[config.mk]
export PLATFORM = sky130hd
export DESIGN_NAME = ahb_lite_protocol_monitor
export DESIGN_NICKNAME = d
export VERILOG_FILES = /design/src/rtl/ahb_lite_protocol_monitor.sv
export SDC_FILE = /design/constraint.sdc
export NUM_CORES = 1
export LEC_CHECK = 0
export ABC_AREA = 1
export BUFFER_PORTS_ARGS = -buffer_cell sky130_fd_sc_hd__buf_2
export CAP_MARGIN = 20
export CORE_ASPECT_RATIO = 1.1
export CORE_MARGIN = 3
export CORE_UTILIZATION = 50
export DETAILED_ROUTE_END_ITERATION = 7
export HOLD_SLACK_MARGIN = 0.05
export MAX_ROUTING_LAYER = met4
export PLACE_DENSITY = 0.73
export SLEW_MARGIN = 0
export SYNTH_ARGS = -nofsm -noshare
export SYNTH_HDL_FRONTEND = slang
export SYNTH_SLANG_ARGS = --single-unit
export TNS_END_PERCENT = 30
[constraint.sdc]
create_clock -name hclk -period 1.7 [get_ports hclk]
set_input_delay 0.17 -clock hclk [delete_from_list [all_inputs] [get_ports hclk]]
set_output_delay 0.17 -clock hclk [all_outputs]
set_load 0.01 [all_outputs]
[src/rtl/ahb_lite_protocol_monitor.sv]
// Passive AHB-Lite protocol monitor reporting wait-limit, address, burst-length,
// ERROR-response and sequencing violations. Define AHB_MON_ADDR_CHECK_EN to build the address tracker.
module ahb_lite_protocol_monitor #(
  parameter int ADDR_W   = 32,
  parameter int MAX_WAIT = 5,
  parameter int CNT_W    = 16
) (
  input  logic              hclk,
  input  logic              hrst,
  input  logic [ADDR_W-1:0] haddr,
  input  logic [2:0]        hburst,
  input  logic [2:0]        hsize,
  input  logic [1:0]        htrans,
  input  logic              hwrite,
  input  logic              hreadyout,
  input  logic [1:0]        hresp,
  input  logic              clr,
  output logic [4:0]        err_pulse,
  output logic [4:0]        err_sticky,
  output logic [CNT_W-1:0]  err_count,
  output logic [CNT_W-1:0]  xfer_count
);

  typedef enum logic {ST_IDLE = 1'b0, ST_BURST = 1'b1} state_e;

  localparam logic [1:0]       TR_IDLE    = 2'b00;
  localparam logic [1:0]       TR_BUSY    = 2'b01;
  localparam logic [1:0]       TR_NONSEQ  = 2'b10;
  localparam logic [1:0]       TR_SEQ     = 2'b11;
  localparam logic [1:0]       RESP_ERROR = 2'b01;
  localparam logic [2:0]       BURST_SGL  = 3'b000;
  localparam logic [8:0]       WAIT_LIMIT = 9'(MAX_WAIT);
  localparam logic [CNT_W-1:0] CNT_MAX    = {CNT_W{1'b1}};
  localparam logic [CNT_W-1:0] CNT_ONE    = CNT_W'(1);

  // Beats remaining after the NONSEQ of a fixed-length burst; 0 for SINGLE/INCR.
  function automatic logic [3:0] burst_left(input logic [2:0] b);
    case (b)
      3'd2, 3'd3: return 4'd3;
      3'd4, 3'd5: return 4'd7;
      3'd6, 3'd7: return 4'd15;
      default:    return 4'd0;
    endcase
  endfunction

  function automatic logic burst_fixed(input logic [2:0] b);
    return (b >= 3'd2);
  endfunction

  state_e      state_q, state_d;
  logic [3:0]  left_q, left_d;
  logic        fixed_q, fixed_d;
  logic        phase_q, phase_d;
  logic [8:0]  wait_q, wait_d;
  logic        errwait_q, errwait_d;
  logic [4:0]  pulse_q, pulse_d;
  logic [4:0]  sticky_q, sticky_d;
  logic [CNT_W-1:0] errcnt_q, errcnt_d;
  logic [CNT_W-1:0] xfer_q, xfer_d;

  logic        accept_s, nonseq_s, seq_s, err_resp_s, err_done_s;
  logic        start_s, seq_beat_s, len_err_s, addr_err_s;
  logic        wait_err_s, resp_err_s, seq_err_s, any_err_s;
  logic [4:0]  pulse_s;

  assign accept_s   = hreadyout & htrans[1];
  assign nonseq_s   = accept_s & (htrans == TR_NONSEQ);
  assign seq_s      = accept_s & (htrans == TR_SEQ);
  assign err_resp_s = (hresp == RESP_ERROR);
  assign err_done_s = err_resp_s & hreadyout;

  // Burst FSM: next state, beat bookkeeping and the LEN check.
  always_comb begin
    state_d    = state_q;
    left_d     = left_q;
    fixed_d    = fixed_q;
    start_s    = 1'b0;
    seq_beat_s = 1'b0;
    len_err_s  = 1'b0;
    case (state_q)
      ST_IDLE: begin
        if (nonseq_s && (hburst != BURST_SGL)) begin
          start_s = 1'b1;
        end else begin
          state_d = ST_IDLE;
        end
      end
      ST_BURST: begin
        if (nonseq_s) begin
          len_err_s = fixed_q & (left_q != 4'd0) & ~err_resp_s;
          if (hburst != BURST_SGL) begin
            start_s = 1'b1;
          end else begin
            state_d = ST_IDLE;
          end
        end else if (err_done_s) begin
          // A completed ERROR response legitimately abandons the burst.
          state_d = ST_IDLE;
        end else if (hreadyout && (htrans == TR_IDLE)) begin
          len_err_s = fixed_q & (left_q != 4'd0);
          state_d   = ST_IDLE;
        end else if (seq_s) begin
          seq_beat_s = 1'b1;
          if (fixed_q) begin
            left_d = left_q - 4'd1;
            if (left_q == 4'd1) begin
              state_d = ST_IDLE;
            end else begin
              state_d = ST_BURST;
            end
          end else begin
            state_d = ST_BURST;
          end
        end else begin
          state_d = ST_BURST;
        end
      end
      default: state_d = ST_IDLE;
    endcase
    if (start_s) begin
      state_d = ST_BURST;
      left_d  = burst_left(hburst);
      fixed_d = burst_fixed(hburst);
    end else begin
      fixed_d = fixed_d;
    end
  end

`ifdef AHB_MON_ADDR_CHECK_EN
  function automatic logic [ADDR_W-1:0] wrap_mask(input logic [2:0] b, input logic [2:0] s);
    logic [ADDR_W-1:0] beats;
    beats = ADDR_W'(burst_left(b)) + ADDR_W'(1);
    return (beats << s) - ADDR_W'(1);
  endfunction

  logic [ADDR_W-1:0] exp_addr_q, exp_addr_d, mask_q, mask_d;
  logic [ADDR_W-1:0] base_s, inc_s, mask_s, next_addr_s;
  logic [2:0]        size_q, size_d;
  logic              wrap_q, wrap_d, wrap_s;
  logic              unused_s;

  assign unused_s = hwrite;

  // Expected-address tracker; the chain follows the expected sequence, not the observed one.
  always_comb begin
    base_s = start_s ? haddr : exp_addr_q;
    inc_s  = ADDR_W'(1) << (start_s ? hsize : size_q);
    mask_s = start_s ? wrap_mask(hburst, hsize) : mask_q;
    wrap_s = start_s ? ((hburst != BURST_SGL) & ~hburst[0]) : wrap_q;
    if (wrap_s) begin
      next_addr_s = (base_s & ~mask_s) | ((base_s + inc_s) & mask_s);
    end else begin
      next_addr_s = base_s + inc_s;
    end
    addr_err_s = seq_beat_s & (haddr != exp_addr_q);
    exp_addr_d = exp_addr_q;
    mask_d     = mask_q;
    size_d     = size_q;
    wrap_d     = wrap_q;
    if (start_s) begin
      exp_addr_d = next_addr_s;
      mask_d     = mask_s;
      size_d     = hsize;
      wrap_d     = wrap_s;
    end else if (seq_beat_s) begin
      exp_addr_d = next_addr_s;
    end else begin
      exp_addr_d = exp_addr_q;
    end
  end

  // Address tracker registers.
  always_ff @(posedge hclk or posedge hrst) begin
    if (hrst) begin
      exp_addr_q <= '0;
      mask_q     <= '0;
      size_q     <= 3'd0;
      wrap_q     <= 1'b0;
    end else begin
      exp_addr_q <= exp_addr_d;
      mask_q     <= mask_d;
      size_q     <= size_d;
      wrap_q     <= wrap_d;
    end
  end
`else
  logic unused_s;

  assign unused_s   = ^{hwrite, haddr, hsize};
  assign addr_err_s = 1'b0;
`endif

  // Data-phase tracking, wait counter and the remaining per-cycle checks.
  always_comb begin
    if (accept_s) begin
      phase_d = 1'b1;
    end else if (hreadyout) begin
      phase_d = 1'b0;
    end else begin
      phase_d = phase_q;
    end
    wait_err_s = phase_q & ~hreadyout & (wait_q == WAIT_LIMIT);
    if (phase_q && !hreadyout) begin
      // Saturating one past the limit keeps the flag to one per data phase.
      wait_d = (wait_q > WAIT_LIMIT) ? wait_q : wait_q + 9'd1;
    end else begin
      wait_d = 9'd0;
    end
    errwait_d  = err_resp_s & ~hreadyout;
    resp_err_s = err_done_s & ~errwait_q;
    seq_err_s  = (state_q == ST_IDLE) & ((htrans == TR_SEQ) | (htrans == TR_BUSY));
    pulse_s    = {seq_err_s, resp_err_s, len_err_s, addr_err_s, wait_err_s};
    any_err_s  = |pulse_s;
  end

  // Flag and counter next state; a new violation wins over clr.
  always_comb begin
    pulse_d = pulse_s;
    if (clr) begin
      sticky_d = pulse_s;
      errcnt_d = any_err_s ? CNT_ONE : '0;
      xfer_d   = accept_s ? CNT_ONE : '0;
    end else begin
      sticky_d = sticky_q | pulse_s;
      if (any_err_s && (errcnt_q != CNT_MAX)) begin
        errcnt_d = errcnt_q + CNT_ONE;
      end else begin
        errcnt_d = errcnt_q;
      end
      if (accept_s && (xfer_q != CNT_MAX)) begin
        xfer_d = xfer_q + CNT_ONE;
      end else begin
        xfer_d = xfer_q;
      end
    end
  end

  // Monitor state and output registers.
  always_ff @(posedge hclk or posedge hrst) begin
    if (hrst) begin
      state_q   <= ST_IDLE;
      left_q    <= 4'd0;
      fixed_q   <= 1'b0;
      phase_q   <= 1'b0;
      wait_q    <= 9'd0;
      errwait_q <= 1'b0;
      pulse_q   <= 5'd0;
      sticky_q  <= 5'd0;
      errcnt_q  <= '0;
      xfer_q    <= '0;
    end else begin
      state_q   <= state_d;
      left_q    <= left_d;
      fixed_q   <= fixed_d;
      phase_q   <= phase_d;
      wait_q    <= wait_d;
      errwait_q <= errwait_d;
      pulse_q   <= pulse_d;
      sticky_q  <= sticky_d;
      errcnt_q  <= errcnt_d;
      xfer_q    <= xfer_d;
    end
  end

  assign err_pulse  = pulse_q;
  assign err_sticky = sticky_q;
  assign err_count  = errcnt_q;
  assign xfer_count = xfer_q;

endmodule

==> results of run 1 <==
layout by cell type, fill, tap and decap left out, types with 3 or more instances in the layout:
master,instances
dfrtp_1,57
nand3_1,38
ha_1,4
nor3_1,3
nand3_2,4
nand2_1,132
nor2_4,4
o21ai_0,13
a21oi_1,4
nor2_1,60
xor2_1,14
buf_4,26
nand2_2,14
nand4_1,19
nor2_2,7
o21bai_1,3
buf_2,50
inv_2,5
clkbuf_8,10
clkinvlp_4,3
o21ai_1,4
inv_1,36
kinds of logic (layout without fill, tap and decap cells):
family / after synthesis / count (layout) / synth area share (%)
and+or+nand+nor: 293 / 293 / 40.40
DFF: 57 / 57 / 42.33
buffers and inverters: 52 / 137 / 6.646
AOI/OAI and AO/OA: 26 / 26 / 4.122
xor gates and xnor gates: 16 / 16 / 4.159
adders and majority gates: 6 / 6 / 2.228
other: 1 / 2 / 0.1113
what timing repair did:
action	4_1_cts	5_1_grt
pin swaps	0	6
setup endpoints to repair	4	31
endpoints found under the hold margin	57	0
gates resized for setup	2	7
hold buffers	1	0
buffers inserted	0	3
flip-flops by register name, summed over array words and instances (netlist names):
| name | count |
|---|---|
| errwait_q | 1 |
| phase_q | 1 |
| left_q | 4 |
| wait_q | 9 |
| err_pulse | 4 |
| xfer_count | 16 |
| err_sticky | 4 |
| err_count | 16 |
| fixed_q | 1 |
| state_q | 1 |
layer usage:
| layer | share of wire (%) | vias up | GRT usage, % |
|---|---|---|---|
| li1 | - | 1602 | - |
| met1 | 44 | 1525 | 26.39 |
| met2 | 49 | 118 | 34.93 |
| met3 | 5.4 | 15 | 3.684 |
| met4 | 1.7 | 0 | 10.59 |
| met5 | 0 | - | - |
critical path, delay by kind of cell, from the launching register on:
family                   cells  cell delay [ns]
flip-flops                   1             0.36
adder cells (fa/ha/maj)      1             0.21
AND/OR/NAND/NOR              8             0.81
buffers and inverters        1             0.17
layout make-up:
class	count	share of cell area, %
multi-input cells	343	42.32
flip-flops and latches	57	34.41
repair buffers	80	12.22
inverters	41	3.713
clock buffers	10	3.320
well taps	80	2.415
clock inverters	6	1.600
power groups by stage:
stage / Clock (mW) / Sequential [mW] / Combinational (mW)
final: 1.32 / 1.48 / 0.523
after floorplan: 0 / 1.52 / 0.310
after CTS: 1.34 / 1.48 / 0.507
after detailed placement: 0 / 1.50 / 0.499
after global placement: 0 / 1.50 / 0.485
after global routing: 1.40 / 1.49 / 0.593
through the flow:
| step | cells | setup TNS [ns] | total power, mW | setup WS (ns) |
|---|---|---|---|---|
| after global placement | 597 | 0 | 1.985 | 0.06175 |
| after floorplan | 452 | 0 | 1.826 | 0.05649 |
| final | 617 | 0 | 3.321 | 0.09024 |
| after global routing | 617 | -0.2005 | 3.477 | -0.03120 |
| after detailed placement | 597 | 0 | 2.002 | 0.02342 |
| after CTS | 614 | 0 | 3.324 | 0.03374 |
worst paths after layout:
kind | to | depth (start not counted)
min in group asynchronous | xfer_count[15]$_DFFE_PP0P_ | 4
worst min-delay path | errwait_q$_DFF_PP0_ | 3
max in group asynchronous | err_count[12]$_DFFE_PP0P_ | 4
worst max register to register | err_count[0]$_DFFE_PP0P_ | 10
worst max-delay path | err_count[0]$_DFFE_PP0P_ | 10
worst min register to register | err_pulse[3]$_DFF_PP0_ | 1
==> reports/metrics.yaml, run 1 <==
hp-class: "in2reg"
max_freq_mhz: 621.2
crit_start: "err_count[0]$_DFFE_PP0P_"
avgViaCountPerCell: 5.284
gp_congestion: 0.9124
critPathMaxStageDelay_ns: 0.36
hold_start: "hresp[0]"
p_int_mw: 2.352
die_w_um: 84.27
timing.rr.start: "err_count[0]$_DFFE_PP0P_"
yosysMostFrequentCell: "nand2_1"
htreeDepth: 3
finalCriticalPeriod_ns: 1.610
core.rowCount: 30
power.density_nw_per_um2: 801.1
synth-edff-count: 0
nets: 585
syn_inst: 451
start_util_pct: 53.12
clock_sinks: 57
arrival_ns: 1.89
seq_power_share_pct: 44.5
fin_crit_sh_pct: 94.69
p_leak_nw: 2.150
seq_area_um2: 1426
fillers: 534
fin_util_pct: 65.35
synth_area_leaders: "dfrtp_1, nand2_1, nor2_1, nand3_1, inv_1"
design_area_um2: 4145
diodes: 0
synth_top_area_cell: "dfrtp_1"
clockPowerShare_pct: 39.7
cpMaxStageDelayCell: "dfrtp_1"
clockBufferDepth: 2
synthTopCellsByCount: "nand2_1, nor2_1, dfrtp_1"
dpl-instance-area_um2: 3861
vias: 3260
slew_violations: 0
wl_per_cell_um: 12.82
core_um2: 6344
holdWs_ns: 0.09031
vdd_drop_max_v: 0.0004911
drive_above_1_share_pct: 26.07
dr.pass1.iters: 5
wl_um: 7907
maxCapViolations: 0
status: "completed"
worstPathRequired_ns: 1.98
grt_pass1_wl_um: 13340
async_flop_share_pct: 100.0
start_kind: "flop"
die_area_um2: 7761
path_clk_slew_ns: 0.08
io-pin-count: 89
setup_violations: 0
drc: 0
cts_made_buffers: 9
antenna_found_initial: 0
yosysSeqAreaShare_pct: 42.33
synth.cell_area_um2: 3369
grt_pass1_vias: 3002
globalRouteOverflowTotal: 0
drt.antenna.violating_nets: 0
dp_hpwl_um: 5437
root_buffer: "clkbuf_8"
ys_ff_latch: 57
yosysUniqueCellTypes: 33
path_cells: "ha_2 > nand2_2 > nor2_4 > nand2_2 > nor2_4 > nand2_4 > nand2_8 > buf_6 > nand3_1 > nand2_1"
grt_use_total_pct: 21.71
synth_top_area_share_pct: 42.33
crit_type: "reg2reg"
finalClockSkew_ns: 0.01376
p_sw_uw: 968.3
finalHoldViolCount: 0
multi_input_area_um2: 1754
synth_area_per_cell_um2: 7.471
cts_tree: "built"
combPwrFrac_pct: 15.8
portBuffers: 50
switching_share_pct: 29.16
drt_iter0_drc: 166
rsz0062_at_grt: "true"
synth_warnings: 0
path_max_fanout: 16
r2r_slack_ns: 0.09
area_growth_pct: 23.02
die_h_um: 92.10
ys.flop_type: "dfrtp_1"
clock_latency_ns: 0.34
cp-end-kind: "flop"
grt_max_degree: 58
(Power assumes the default switching activity.)
==> run 2, diff against run 1 <==
- CORE_UTILIZATION: 50 -> 48
- PLACE_DENSITY: 0.73 -> 0.74
- clock period: 1.7 -> 1.4 ns (I/O delays scaled with it)
==> reports/metrics.yaml, run 2 (same netlist as run 1, synthesis figures left out) <==
slew_violations: 0
root_buffer: "clkbuf_8"
finalCriticalPeriod_ns: 1.472
start_kind: "flop"
drt.antenna.violating_nets: 0
vias: 3450
cp-end-kind: "flop"
met3_usage_pct: 5.877
core_um2: 6710
cts_made_buffers: 9
avgViaCountPerCell: 5.126
layout_common_cells: "nand2_1, buf_4, nor2_1, dfrtp_1, buf_2"
nets: 639
wl_um: 8873
fillers: 529
clock_sinks: 57
path_max_fanout: 9
rsz0062_at_grt: "true"
max_freq_mhz: 679.4
cts_tree: "built"
tns_ns: -0.9016
grt_pass1_vias: 3382
power.density_nw_per_um2: 907.1
maxCapViolations: 0
design_area_um2: 4731
crit_type: "reg2reg"
diodes: 0
arrival_ns: 1.70
portBuffers: 50
clock_latency_ns: 0.34
antenna_found_initial: 0
r2r_end: "err_count[12]$_DFFE_PP0P_"
holdWs_ns: 0.07476
vdd_drop_max_v: 0.0006076
finalClockSkew_ns: 0.005372
violations: "setup timing"
grt_pass1_wl_um: 15010
drc: 0
r2r_slack_ns: -0.07
die_h_um: 93.87
dpl_worst_slack_ns: -0.1527
core.rowCount: 31
setup_violations: 18
path_clk_slew_ns: 0.07
grt_use_total_pct: 24.21
timing.rr.start: "wait_q[1]$_DFFE_PP0P_"
dp_hpwl_um: 6205
die_w_um: 85.89
dr.pass1.iters: 4
drt_iter0_drc: 172
fin_crit_sh_pct: 105.1
fin_ws_ns: -0.07185
crit_start: "wait_q[1]$_DFFE_PP0P_"
clockBufferDepth: 2
area_growth_pct: 40.40
gp_congestion: 0.9138
use_met1_pct: 28.80
hp-class: "in2reg"
final_common_cell: "nand2_1"
drive_above_1_share_pct: 36.55
dpl-instance-area_um2: 4307
die_area_um2: 8062
globalRouteOverflowTotal: 0
reg2reg_depth: 10
io-pin-count: 89
worstPathRequired_ns: 1.63
grt_busiest_layer: "met2"
grt_use_met2_pct: 38.75
p_leak_nw: 2.496
cp-endpoint: "err_count[12]$_DFFE_PP0P_"
start_util_pct: 50.21
grt_max_degree: 38
status: "complete, but fails checks"
wl_per_cell_um: 13.18
htreeDepth: 3
finalHoldViolCount: 0
-- run 2: cell types whose count changed in the layout (fill, tap and decap cells not counted), moves of 5 or more --
| cell | change |
|---|---|
| nand3_1 | -8 |
| nor2_1 | -5 |
| dfrtp_1 | -5 |
| dfrtp_2 | +5 |
| buf_4 | +49 |
| nand3_2 | +7 |
-- run 2: through the flow --
| stage | utilization, % | instances | total power [mW] |
|---|---|---|---|
| floorplan | - | 452 | 2.251 |
| global placement | 64.18 | 647 | 2.546 |
| detailed placement | 64.18 | 647 | 2.569 |
| CTS | 69.07 | 670 | 4.275 |
| global route | 70.50 | 673 | 4.514 |
| finish | 70.50 | 673 | 4.292 |
-- run 2: worst min path at each step --
stage,start,end,depth (start not counted)
5_1_grt,hburst[1],left_q[3]$_DFFE_PP0P_,3
2_1_floorplan,hreadyout,errwait_q$_DFF_PP0_,1
4_1_cts,hburst[1],left_q[3]$_DFFE_PP0P_,3
3_3_place_gp,hrst,xfer_count[3]$_DFFE_PP0P_,2
3_5_place_dp,hrst,xfer_count[4]$_DFFE_PP0P_,2
6_report,hburst[1],left_q[3]$_DFFE_PP0P_,3
-- run 2: final cells by class --
| class | instances | area [µm²] | area share, % |
|---|---|---|---|
| clock buffer | 14 | 172.7 | 3.650 |
| clock inverter | 2 | 35.03 | 0.7405 |
| inverter | 41 | 157.7 | 3.332 |
| multi-input combinational | 344 | 1913 | 40.44 |
| sequential | 57 | 1433 | 30.28 |
| tap | 82 | 102.6 | 2.169 |
| timing repair buffer | 133 | 917.1 | 19.39 |
-- run 2: repair_timing --
action / 4_1_cts / 5_1_grt
setup endpoints to repair: 30 / 35
pin swaps: 4 / 5
hold buffers: 3 / 0
gates cloned: 1 / 0
hold endpoints to repair: 10 / 0
gates resized for setup: 13 / 19
setup buffers: 3 / 3
-- run 2: per-layer routing --
metal,vias up,part of all wire [%]
li1,1712,-
met1,1628,43
met2,90,50
met3,20,4.5
met4,0,2.1
met5,-,0
-- run 2: worst max-delay path: stages, from the launching register on --
cell	delay (ns)
dfrtp_1	0.41
inv_2	0.09
ha_4	0.13
nand2_4	0.05
nor2_4	0.09
nand3_2	0.11
nand3_4	0.11
nand2_8	0.08
buf_6	0.15
nand3_1	0.07
nand2_1	0.06
-- run 2: power by group --
group | internal (mW) | switching, mW
Sequential | 1.74 | 0.0649
Combinational | 0.383 | 0.468
Clock | 0.967 | 0.668
==> run 3, diff against run 2 <==
- TNS_END_PERCENT: 30 -> 1
==> reports/metrics.yaml, run 3 (same netlist as run 1, synthesis figures left out) <==
r2r_end: "err_count[4]$_DFFE_PP0P_"
clockBufferDepth: 2
status: "complete, but fails checks"
portBuffers: 50
fin_crit_sh_pct: 109.3
finalClockSkew_ns: 0.006485
finalCriticalPeriod_ns: 1.530
die_h_um: 93.87
power.density_nw_per_um2: 958.0
cts_made_buffers: 9
vdd_drop_max_v: 0.0006651
arrival_ns: 1.78
core_um2: 6710
holdWs_ns: 0.06671
max_freq_mhz: 653.5
crit_start: "err_count[0]$_DFFE_PP0P_"
worstPathRequired_ns: 1.65
met1_length_um: 3849
dpl_worst_slack_ns: -0.1864
cts_tree: "built"
grt_pass1_vias: 3433
wl_met2_um: 4867
path_max_fanout: 3
p_total_mw: 4.567
io-pin-count: 89
drive_above_1_share_pct: 35.64
root_buffer: "clkbuf_8"
fin_util_pct: 71.04
drt.antenna.violating_nets: 0
wl_per_cell_um: 13.98
die_area_um2: 8062
final_common_cell: "nand2_1"
dp_hpwl_um: 6342
whs_endpoint: "left_q[3]$_DFFE_PP0P_"
violations: "setup timing"
core.rowCount: 31
rsz0062_at_grt: "true"
whs_path_depth: 3
r2r_slack_ns: -0.13
dr.pass1.iters: 5
fin_ws_ns: -0.1302
avgViaCountPerCell: 5.117
nets: 640
path_clk_slew_ns: 0.07
maxCapViolations: 0
setup_violations: 22
antenna_found_initial: 0
grt_pass1_wl_um: 15440
slew_violations: 0
area_growth_pct: 41.48
diodes: 0
start_kind: "flop"
place_inst: 644
gp_congestion: 0.8852
layout_common_cells: "nand2_1, buf_4, nor2_1, dfrtp_1, buf_2"
start_util_pct: 50.21
grt_max_degree: 24
grt_use_total_pct: 24.73
drt_iter0_drc: 154
finalHoldViolCount: 0
cp-end-kind: "flop"
fillers: 501
clock_latency_ns: 0.35
wl_met3_um: 478
crit_type: "reg2reg"
routed.top_layer: "met4"
reg2reg_depth: 9
vias: 3449
globalRouteOverflowTotal: 0
finalNonFillerCells: 674
hp-class: "in2reg"
p_leak_nw: 2.492
htreeDepth: 3
die_w_um: 85.89
timing.rr.start: "err_count[0]$_DFFE_PP0P_"
drc: 0
wl_um: 9423
hold_start: "hburst[1]"
clock_sinks: 57
==> run 3: cell count changes in the layout (fill, tap and decap cells not counted), sizes merged <==
cell    before  now
clkinv       1    2
bufinv       1    3
clkbuf      14   11
buf        130  131
==> run 3: area by class of cell <==
type,count,area [µm²],area share [%]
Inverter,41,157.7,3.307
Timing Repair Buffer,134,962.2,20.18
Clock inverter,5,103.9,2.178
Multi-Input combinational cell,344,1882,39.47
Clock buffer,11,131.4,2.756
Tap cell,82,102.6,2.152
Sequential cell,57,1428,29.95
==> run 3: layer usage <==
layer	GRT usage, %	up-vias
li1	-	1707
met1	28.64	1611
met2	42.16	103
met3	5.614	28
met4	8.443	0
met5	-	-
==> run 3: worst max path at each step <==
stage | endpoint | slack (ns) | depth (start not counted)
2_1_floorplan | err_count[4]$_DFFE_PP0P_ | -0.22 | 11
3_3_place_gp | err_count[12]$_DFFE_PP0P_ | -0.12 | 10
3_5_place_dp | err_count[14]$_DFFE_PP0P_ | -0.19 | 10
4_1_cts | err_count[8]$_DFFE_PP0P_ | -0.10 | 9
5_1_grt | err_count[12]$_DFFE_PP0P_ | -0.25 | 9
6_report | err_count[4]$_DFFE_PP0P_ | -0.13 | 9
==> run 3: metrics by stage <==
step	area (µm²)	TNS, ns
final	4767	-1.886
after global routing	4767	-5.033
after CTS	4679	-2.289
after detailed placement	4244	-4.049
after global placement	4244	-2.412
after floorplan	3378	-5.096
==> run 3: power by group <==
group	internal, mW	switching, mW	leakage (nW)	total [mW]
clock	1.18	0.708	0.118	1.89
sequential	1.74	0.0540	0.770	1.79
combinational	0.406	0.478	1.60	0.884
==> run 3: timing repair <==
item,in CTS,in global routing
gates cloned,1,1
buffers inserted,7,2
setup endpoints to repair,33,38
hold buffers,3,0
endpoints found under the hold margin,17,0
pin swaps,3,11
resized for setup,21,16
==> run 3: worst max-delay path: stages (launching register included) <==
cell and delay [ns]:
dfrtp_2 0.37, ha_2 0.19, buf_4 0.11, inv_1 0.04, nor2_1 0.23, buf_4 0.17, xnor2_1 0.12, nor2_1 0.10
nand2_2 0.07, nand2_1 0.04
